### src/rtl/toggle_decoder_if.sv
// Event handshake bundle between toggle_decoder (master) and its consumer (slave).
`timescale 1ns/1ps
interface toggle_decoder_if #(
    parameter int CNT_W = 4
);
    logic             ev_valid;
    logic             ev_ready;
    logic [CNT_W-1:0] pend_cnt;
    logic             overflow;
    logic [15:0]      ev_total;

    modport master (output ev_valid, pend_cnt, overflow, ev_total, input ev_ready);
    modport slave  (input ev_valid, pend_cnt, overflow, ev_total, output ev_ready);
endinterface

### src/rtl/toggle_decoder.sv
// Toggle-signalling receiver: resynchronise tog_in, turn each level change into a queued event.
// Optional glitch filter stage enabled by defining TOG_DECODE_GLITCH_FILTER_EN.
`timescale 1ns/1ps
module toggle_decoder #(
    parameter int SYNC_STAGES = 2,
    parameter int CNT_W       = 4
) (
    input  logic              clk,
    input  logic              rst,
    input  logic              tog_in,
    toggle_decoder_if.master  ev
);
    typedef enum logic {PRIME, RUN} state_e;

    state_e                 state_q, state_d;
    logic [2:0]             prime_q, prime_d;
    logic [SYNC_STAGES-1:0] sync_q;
    logic                   tog_q, tog_d;
    logic [CNT_W-1:0]       cnt_q, cnt_d;
    logic                   ovf_q, ovf_d;
    logic [15:0]            total_q, total_d;

    logic sync_out, edge_det, pop, full, accept;

    assign sync_out = sync_q[SYNC_STAGES-1];
    assign pop      = ev.ev_valid && ev.ev_ready;
    assign full     = &cnt_q;
    // A pop frees a slot in the same cycle, so an edge is only dropped when full and idle.
    assign accept   = edge_det && (pop || !full);

`ifdef TOG_DECODE_GLITCH_FILTER_EN
    logic filt_q;
    logic stable;

    always_ff @(posedge clk) begin
        if (rst) filt_q <= 1'b0;
        else     filt_q <= sync_out;
    end

    assign stable = (sync_out == filt_q);
`endif

    always_ff @(posedge clk) begin
        if (rst) begin
            state_q <= PRIME;
            prime_q <= '0;
            sync_q  <= '0;
            tog_q   <= 1'b0;
            cnt_q   <= '0;
            ovf_q   <= 1'b0;
            total_q <= '0;
        end else begin
            state_q <= state_d;
            prime_q <= prime_d;
            sync_q  <= {sync_q[SYNC_STAGES-2:0], tog_in};
            tog_q   <= tog_d;
            cnt_q   <= cnt_d;
            ovf_q   <= ovf_d;
            total_q <= total_d;
        end
    end

    always_comb begin
        state_d  = state_q;
        prime_d  = prime_q;
        tog_d    = sync_out;
        edge_det = 1'b0;
        case (state_q)
            PRIME: begin
                // Track the line level without edges until the sync chain holds real samples.
                prime_d = prime_q + 3'd1;
                if (prime_q == 3'(SYNC_STAGES)) state_d = RUN;
            end
            RUN: begin
`ifdef TOG_DECODE_GLITCH_FILTER_EN
                if (stable) begin
                    tog_d    = filt_q;
                    edge_det = filt_q ^ tog_q;
                end else begin
                    tog_d    = tog_q;
                end
`else
                edge_det = sync_out ^ tog_q;
`endif
            end
            default: state_d = PRIME;
        endcase
    end

    always_comb begin
        cnt_d   = cnt_q;
        ovf_d   = ovf_q;
        total_d = total_q;
        if (accept) total_d = total_q + 16'd1;
        if (edge_det && !pop) begin
            if (full) ovf_d = 1'b1;
            else      cnt_d = cnt_q + CNT_W'(1);
        end else if (!edge_det && pop) begin
            cnt_d = cnt_q - CNT_W'(1);
        end
    end

    assign ev.ev_valid = (cnt_q != '0);
    assign ev.pend_cnt = cnt_q;
    assign ev.overflow = ovf_q;
    assign ev.ev_total = total_q;
endmodule
### src/flat_wrapper.sv
// flat-port wrapper written by rule: the top's interface ports become plain ports
module toggle_decoder_flat 
#(
    parameter int SYNC_STAGES = 2,
    parameter int CNT_W       = 4
)
  (clk, rst, tog_in, ev_ev_valid, ev_pend_cnt, ev_overflow, ev_ev_total, ev_ev_ready);
  toggle_decoder_if #(.CNT_W(CNT_W)) ev_i ();
  input  logic clk;
  input  logic rst;
  input  logic tog_in;
  output wire logic [$bits(ev_i.ev_valid)-1:0] ev_ev_valid;
  output wire logic [$bits(ev_i.pend_cnt)-1:0] ev_pend_cnt;
  output wire logic [$bits(ev_i.overflow)-1:0] ev_overflow;
  output wire logic [$bits(ev_i.ev_total)-1:0] ev_ev_total;
  input wire logic [$bits(ev_i.ev_ready)-1:0] ev_ev_ready;
  assign ev_ev_valid = ev_i.ev_valid;
  assign ev_pend_cnt = ev_i.pend_cnt;
  assign ev_overflow = ev_i.overflow;
  assign ev_ev_total = ev_i.ev_total;
  assign ev_i.ev_ready = ev_ev_ready;
  toggle_decoder #(.SYNC_STAGES(SYNC_STAGES), .CNT_W(CNT_W)) u_core (.clk(clk), .rst(rst), .tog_in(tog_in), .ev(ev_i));
endmodule
### config.mk
export PLATFORM = sky130hd
export DESIGN_NAME = toggle_decoder_flat
export DESIGN_NICKNAME = d
export VERILOG_FILES = /design/src/rtl/toggle_decoder_if.sv /design/src/rtl/toggle_decoder.sv /design/src/flat_wrapper.sv
export SDC_FILE = /design/constraint.sdc
export NUM_CORES = 1
export LEC_CHECK = 0
export CAP_MARGIN = 25
export CORE_MARGIN = 4
export CORE_UTILIZATION = 40
export DETAILED_ROUTE_END_ITERATION = 7
export DONT_BUFFER_PORTS = 1
export PLACE_DENSITY = 0.56
export SETUP_SLACK_MARGIN = 0.15
export SLEW_MARGIN = 20
export SYNTH_ARGS = -nofsm -noshare
export SYNTH_HDL_FRONTEND = slang
export SYNTH_SLANG_ARGS = --single-unit
### constraint.sdc
create_clock -name clk -period 3.21 [get_ports clk]
set_input_delay 0.8025 -clock clk [delete_from_list [all_inputs] [get_ports clk]]
set_output_delay 0.8025 -clock clk [all_outputs]
set_load 0.005 [all_outputs]
# Word level (Yosys, flattened, before mapping)
# Cells that the tools add are included.
# totals
reg_bits	28
mem_bits_rw	0
input_bits	4
romBits	0
latch_bits	0
n_memories	0
out_inout_bits	22
wordCells	33
# classes
eq_ne	2
n_bitwise	1
n_shift	0
n_mul	0
n_reduce_logical	13
n_mux	6
order_cmp	0
div_mod_pow	0
addsub	4
# ops
operator	n
16-bit by 1-bit adder with 16-bit output (second input constant)	1
4-bit 2-to-1 mux	3
5-bit AND reduction	1
4-bit by 1-bit adder with 4-bit output (second input constant)	1
1-bit logical AND	4
4-bit AND reduction	1
4-bit nonzero test	1
4-bit by 1-bit subtractor with 4-bit output (second input constant)	1
3-bit by 1-bit adder with 3-bit output (second input constant)	1
3-bit by 2-bit equality test with 1-bit output (second input constant)	1
1-bit zero test	3
1-bit 2-to-1 mux	3
2-bit inequality test (second input constant)	1
2-bit AND reduction	1
2-bit nonzero test	1
1-bit logical OR	1
1-bit bitwise XOR	1

# Depth between registers and ports, before layout
# Gate-level depths: netlist of the first run.
# logic_depth
ltp_word	6
depth_mapped	10
mapped_depth_nobuf	9

# Worst setup path after synthesis of the first run
# No wires, ideal clock.
# synth_path
path_type	in2reg
start	in ev_ev_ready
end	reg u_core.cnt_q[3], in the netlist u_core.ev.pend_cnt[3]
t_arrival_ns	2.033
path_stages	9
required_ns	3.082
path_buffers	0
slack_ns	1.049
setup_ns	0.128
cell_sequence	o41ai_4 > and3_2 > inv_1 > ha_1 > a31oi_1 > nand4_1 > o221ai_2 > xor2_1 > nor2_1
# synth_between
elab_chain_len	5
elab_cells_between_ends	8
classes_between	1 x eq/ne; 1 x mux; 6 x reduce/logical
# synth_lines
element	line	text
start: declaration	flat_wrapper.sv:16	input wire logic [$bits(ev_i.ev_ready)-1:0] ev_ev_ready;
1-bit logical AND (*)	toggle_decoder.sv:26	assign pop = ev.ev_valid && ev.ev_ready;
1-bit zero test	toggle_decoder.sv:95	if (edge_det && !pop) begin
1-bit logical AND	toggle_decoder.sv:95	
2-bit inequality test (no line) or 2-bit nonzero test (tied branches)	n/a	
2-bit AND reduction (no line)	n/a	
end signal: assignment	toggle_decoder.sv:57	cnt_q <= cnt_d;
end: declaration	toggle_decoder.sv:19	logic [CNT_W-1:0] cnt_q, cnt_d;
# Mark *: on every way between the ends. The rest lies on a longest branch, timed or not.
# A chain may end at the register's enable or synchronous reset.

# Worst setup path after layout of the first run
# layout_path
start	reg u_core.cnt_q[1], in the netlist u_core.ev.pend_cnt[1]
end	reg u_core.cnt_q[3], in the netlist u_core.ev.pend_cnt[3]
# layout_between
elab_chain_len	6
elab_cells_between_ends	14
classes_between	2 x add/sub; 1 x eq/ne; 3 x mux; 8 x reduce/logical
# layout_lines
element
branches (longest 6 deep; another with 4-bit by 1-bit subtractor with 4-bit output)
# Several ways; the timed one is not identified. The select of a mux whose other input is x is not followed.

==> flow_summary.toml, run 1 <==
[clock_network]
cts_tree = "built"
cts_root_buffer = "clkbuf_4"
htree_levels = 1
cts_post_setup_buffers_inserted = 0
numCtsBuffers = 3
clkTransAtPathRegs_ns = 0.15
cts-hold-fix-buffers = 0
post_cts_resized = 0
clkSinkCount = 28
cts_buffer_depth = 2
clock_latency_ns = 0.33

[cells_and_area]
final_layout_size_suffix_gt1_share_pct = 15.0
area_growth_pct = 2.93
antenna_cells = 0
fin_util_pct = 43.1
nets = 157

[detailed_routing]
num_vias = 989
drc = 0
dr.pass1.iters = 4
routedWlPerCell_microns = 13.5
post_drt_via_cell_ratio = 5.12
wirelength_microns = 2610
drt_iter0_markers = 37
ant_nets = 0

[synth]
synth_top_area_share_pct = 39.8
synth_fp_nets = 159
synth_area_sq_um = 1410
synthTopCellsByArea = "dfxtp_1 40%, xnor2_1 11%, nor2_1 8.5%"
synth_top_area_cell = "dfxtp_1"
syn_area_per_cell_sq_um = 9.38
synth.top_cells.by_count = "32 x nor2_1, 28 x dfxtp_1, 17 x xnor2_1"
syn_inst = 150
synthDistinctLibCells = 35
ys.flop_type = "dfxtp_1"
ys_async_sr_fraction_pct = 0
ys_warn_count = 0
synth.most_common_cell = "nor2_1"
synth_edf_count = 0
seq_area_frac_synth_pct = 39.8
ys_ff_latch = 28

[critical_path]
critical-path-top-delay-family = "compound AO/OA/AOI/OAI gates"
worstSetupPathDepth = 9
slowest_delay_ns = 0.47
crit_path_max_fanout = 10
crit_required_ns = 3.46
arrival_ns = 2.56
crit_type = "flop to flop"
slowest_stage = "dfxtp_1"
r2r_cells = 9
cp-start-kind = "flop"
cp_num_buf_inv = 1
path_cells = "o41ai_4 > and3_2 > inv_1 > ha_1 > a31oi_1 > nand4_1 > o221ai_2 > xor2_1 > nor2_1"
crit_path_end_kind = "flop"

[run]
cap_violations = 0

[floorplanning]
fp.dieH_microns = 67.3
initial_core_util_pct = 41.9
die_area_sq_um = 4530
rows = 21
dieWidth_microns = 67.3
ioPinCount = 26
fp.coreArea_sq_um = 3360

[sta]
fin_skew_ns = 0.00543
hold_slack_ns = 0.452
slew_headroom_pct = 49.0
finalHoldViolCount = 0
worst_slew_pin_slew_ns = 0.766
rsz0062_at_grt = "no"
min_period_ns = 2.31
finalCritPeriodShare_pct = 71.8
finalSetupTns_ns = 0
setup_viol = 0
drv_slew = 0
fmax_mhz = 434

[grt]
grt_pass1_vias = 960
grt_use_total_pct = 12.6
grt_pass1_wl_microns = 4360
antenna_found_initial = 0
grt_max_degree = 29
grt_overflow = 0

[worst_hold_path]
worstHoldPathCells = 1
hp-class = "flop to flop"

[pwr]
power.leakage_nw = 0.471
total_power_mw = 0.887
peakVddDrop_uv = 193
powerDensity_nw_per_um2 = 612

[placement]
gp_congestion = 0.779
dp_hpwl_microns = 1860
port_buffers = 0

[status]
outcome = "completed"
[through the flow]
stage / setup WS [ns] / instance area, sq um / std cells
2_1_floorplan: 1.05 / 1410 / 150
3_3_place_gp: 1.01 / 1410 / 189
3_5_place_dp: 0.925 / 1410 / 189
4_1_cts: 0.907 / 1450 / 193
5_1_grt: 0.758 / 1450 / 193
6_report: 0.905 / 1450 / 193
[registers in the layout (all words and copies together), names as in the netlist]
name and count:
u_core.ev.ev_total 16, u_core.ev.overflow 1, u_core.state_q 1, u_core.sync_q 2
u_core.prime_q 3, u_core.tog_q 1, u_core.ev.pend_cnt 4
[cells by family after synthesis]
kind of cell	share of synthesized area, %
AOI/OAI and AO/OA	7.64
xor gates and xnor gates	13.6
adders and majority gates	4.44
buffers and inverters	5.60
DFF	39.8
muxes	1.42
and+or+nand+nor	27.5
[report_power, final]
part	internal, mW	switching [mW]
registers	0.390	0.0825
clock network	0.0695	0.106
logic	0.125	0.113
total	0.585	0.302
[worst paths after layout]
kind                                           start                                  to  slack [ns]
setup / recovery  u_core.ev.pend_cnt[1]$_SDFFE_PP0P_  u_core.ev.pend_cnt[3]$_SDFFE_PP0P_        0.90
hold / removal           u_core.sync_q[0]$_SDFF_PP0_         u_core.sync_q[1]$_SDFF_PP0_        0.45
setup reg to reg  u_core.ev.pend_cnt[1]$_SDFFE_PP0P_  u_core.ev.pend_cnt[3]$_SDFFE_PP0P_        0.90
hold reg to reg          u_core.sync_q[0]$_SDFF_PP0_         u_core.sync_q[1]$_SDFF_PP0_        0.45
[layer usage]
layer  track usage [%]  share of wire (%)  vias to the layer above
li1                  -                  -                      494
met4              4.56                1.2                        0
met2              21.7                 47                       18
met1              15.1                 47                      473
met3              3.00                5.1                        4
met5                 0                  0                        -
[cell type report]
type	count	area [sq um]
tap	46	57.6
fill	351	1910
inverter	7	26.3
clock buffer	4	36.3
multi-input combinational	108	768
sequential	28	561
[layout by cell type, fill, tap and decap left out, drive strengths merged, types with 2 or more instances in the layout]
cell type  instances
a21oi              4
and4               3
clkbuf             4
dfxtp             28
ha                 5
inv                7
mux2i              2
nand2              6
nand3              4
nand4              4
nor2              32
nor2b              4
nor3               8
nor4               2
xnor2             17
xor2               4
(Power assumes the default switching activity.)
==> inputs of run 2 (changes only) <==
Clock period 3.21 ns to 2.3 ns, I/O delays scaled along.
==> flow_summary.toml, run 2 (synthesis gave the netlist of run 1 again) <==
[detailed_routing]
num_vias = 1008
drt_iter0_markers = 100
wirelength_microns = 2830
dr.pass1.iters = 4
post_drt_via_cell_ratio = 5.04
drc = 0
routedWlPerCell_microns = 14.1
ant_nets = 0

[sta]
finalSetupTns_ns = 0
fmax_mhz = 497
rsz0062_at_grt = "no"
worst_slew_pin_slew_ns = 0.436
finalHoldViolCount = 0
setup_viol = 0
fin_skew_ns = 0.00162
finalCritPeriodShare_pct = 87.5
min_period_ns = 2.01
slew_headroom_pct = 70.8
drv_slew = 0

[placement]
gp_congestion = 0.807
dp_hpwl_microns = 1940
port_buffers = 0

[critical_path]
critical-path-top-delay-family = "compound AO/OA/AOI/OAI gates"
slowest_delay_ns = 0.41
crit_path_end_kind = "flop"
crit_path_max_fanout = 6
crit_type = "flop to flop"
crit_required_ns = 2.55
cp-start-kind = "flop"
cp_num_buf_inv = 1
reg2reg_from = "u_core.ev.pend_cnt[2]$_SDFFE_PP0P_"
path_cells = "o41ai_4 > and3_4 > inv_2 > ha_4 > o21a_1 > nor2_1 > o221ai_2 > xor2_1 > nor2_1"
crit_path_frequent_cell = "nor2_1"
slowest_stage = "dfxtp_4"
arrival_ns = 2.26
startpoint = "u_core.ev.pend_cnt[2]$_SDFFE_PP0P_"

[floorplanning]
ioPinCount = 26
rows = 21
initial_core_util_pct = 41.9
die_area_sq_um = 4530
fp.coreArea_sq_um = 3360
dieWidth_microns = 67.3
fp.dieH_microns = 67.3

[grt]
antenna_found_initial = 0
grt_pass1_wl_microns = 4560
grt_use_total_pct = 13.3
grt_overflow = 0
grt_max_degree = 29
grt_pass1_vias = 966

[pwr]
peakVddDrop_uv = 225
power.leakage_nw = 0.505
total_power_mw = 1.31
powerDensity_nw_per_um2 = 856

[clock_network]
cts_tree = "built"
clkSinkCount = 28
numCtsBuffers = 3
clock_latency_ns = 0.33
clkTransAtPathRegs_ns = 0.14
cts_root_buffer = "clkbuf_4"
cts-hold-fix-buffers = 0
cts_buffer_depth = 2
htree_levels = 1

[cells_and_area]
nets = 165
area_growth_pct = 8.71
layout_commonest_cell = "nor2_1"
antenna_cells = 0
layout_common_cells = "32 x nor2_1, 27 x dfxtp_1, 17 x xnor2_1"
largest_reg_flops = 16
final_layout_size_suffix_gt1_share_pct = 21.4
fill_cells = 348

[status]
outcome = "completed"

[run]
cap_violations = 0

[worst_hold_path]
min-delay-start = "rst"
hp-class = "input port to flop"
[run 2: power breakdown]
group	switching [mW]	leakage (nW)	internal, mW
clock	0.142	0.0138	0.0616
sequential	0.0710	0.228	0.549
combinational	0.240	0.263	0.246
[run 2: layout make-up]
cell class | instances | area (sq um) | share of cell area (%)
multi-input cells | 108 | 800 | 52.2
flip-flops and latches | 28 | 564 | 36.9
repair buffers | 8 | 60.1 | 3.92
well taps | 46 | 57.6 | 3.76
inverters | 7 | 26.3 | 1.72
clock buffers | 3 | 22.5 | 1.47
[run 2: layer usage]
metal / up-vias / track usage (%) / routed length (microns)
met5: - / 0 / 0
met4: 0 / 6.08 / 48
met3: 6 / 3.99 / 213
met2: 28 / 21.7 / 1350
met1: 467 / 15.9 / 1220
li1: 507 / - / -
[run 2: path summary, 6_finish.rpt]
check                                             to  slack (ns)  cells past startpoint
setup reg to reg  u_core.ev.pend_cnt[3]$_SDFFE_PP0P_        0.29                      9
setup / recovery  u_core.ev.pend_cnt[3]$_SDFFE_PP0P_        0.29                      9
hold reg to reg          u_core.sync_q[1]$_SDFF_PP0_        0.45                      1
hold / removal    u_core.ev.pend_cnt[2]$_SDFFE_PP0P_        0.29                      1
[run 2: repair_timing]
action / 4_1_cts / 5_1_grt
buffers inserted: 0 / 3
pin swaps: 0 / 6
resized for setup: 2 / 4
gates cloned: 0 / 0
setup endpoints to repair: 1 / 1
[run 2: worst reg2reg max path, delay by kind of cell, from the launching register on]
kind,cells,cell delay (ns)
AND/OR/NAND/NOR,3,0.35
AO/OA/AOI/OAI,3,0.67
adder cells (fa/ha/maj),1,0.29
XOR/XNOR,1,0.15
flip-flops,1,0.41
buffers and inverters,1,0.05
[run 2: through the flow]
step / area, sq um / worst slack (ns) / utilization, % / instances / hold slack [ns]
finish: 1530 / 0.287 / 45.5 / 200 / 0.289
global route: 1530 / 0.140 / 45.5 / 200 / 0.257
CTS: 1480 / 0.155 / 43.9 / 197 / 0.273
detailed placement: 1450 / 0.133 / 43.1 / 194 / 0.424
global placement: 1450 / 0.233 / 43.1 / 194 / 0.419
floorplan: 1410 / 0.185 / - / 150 / 0.414
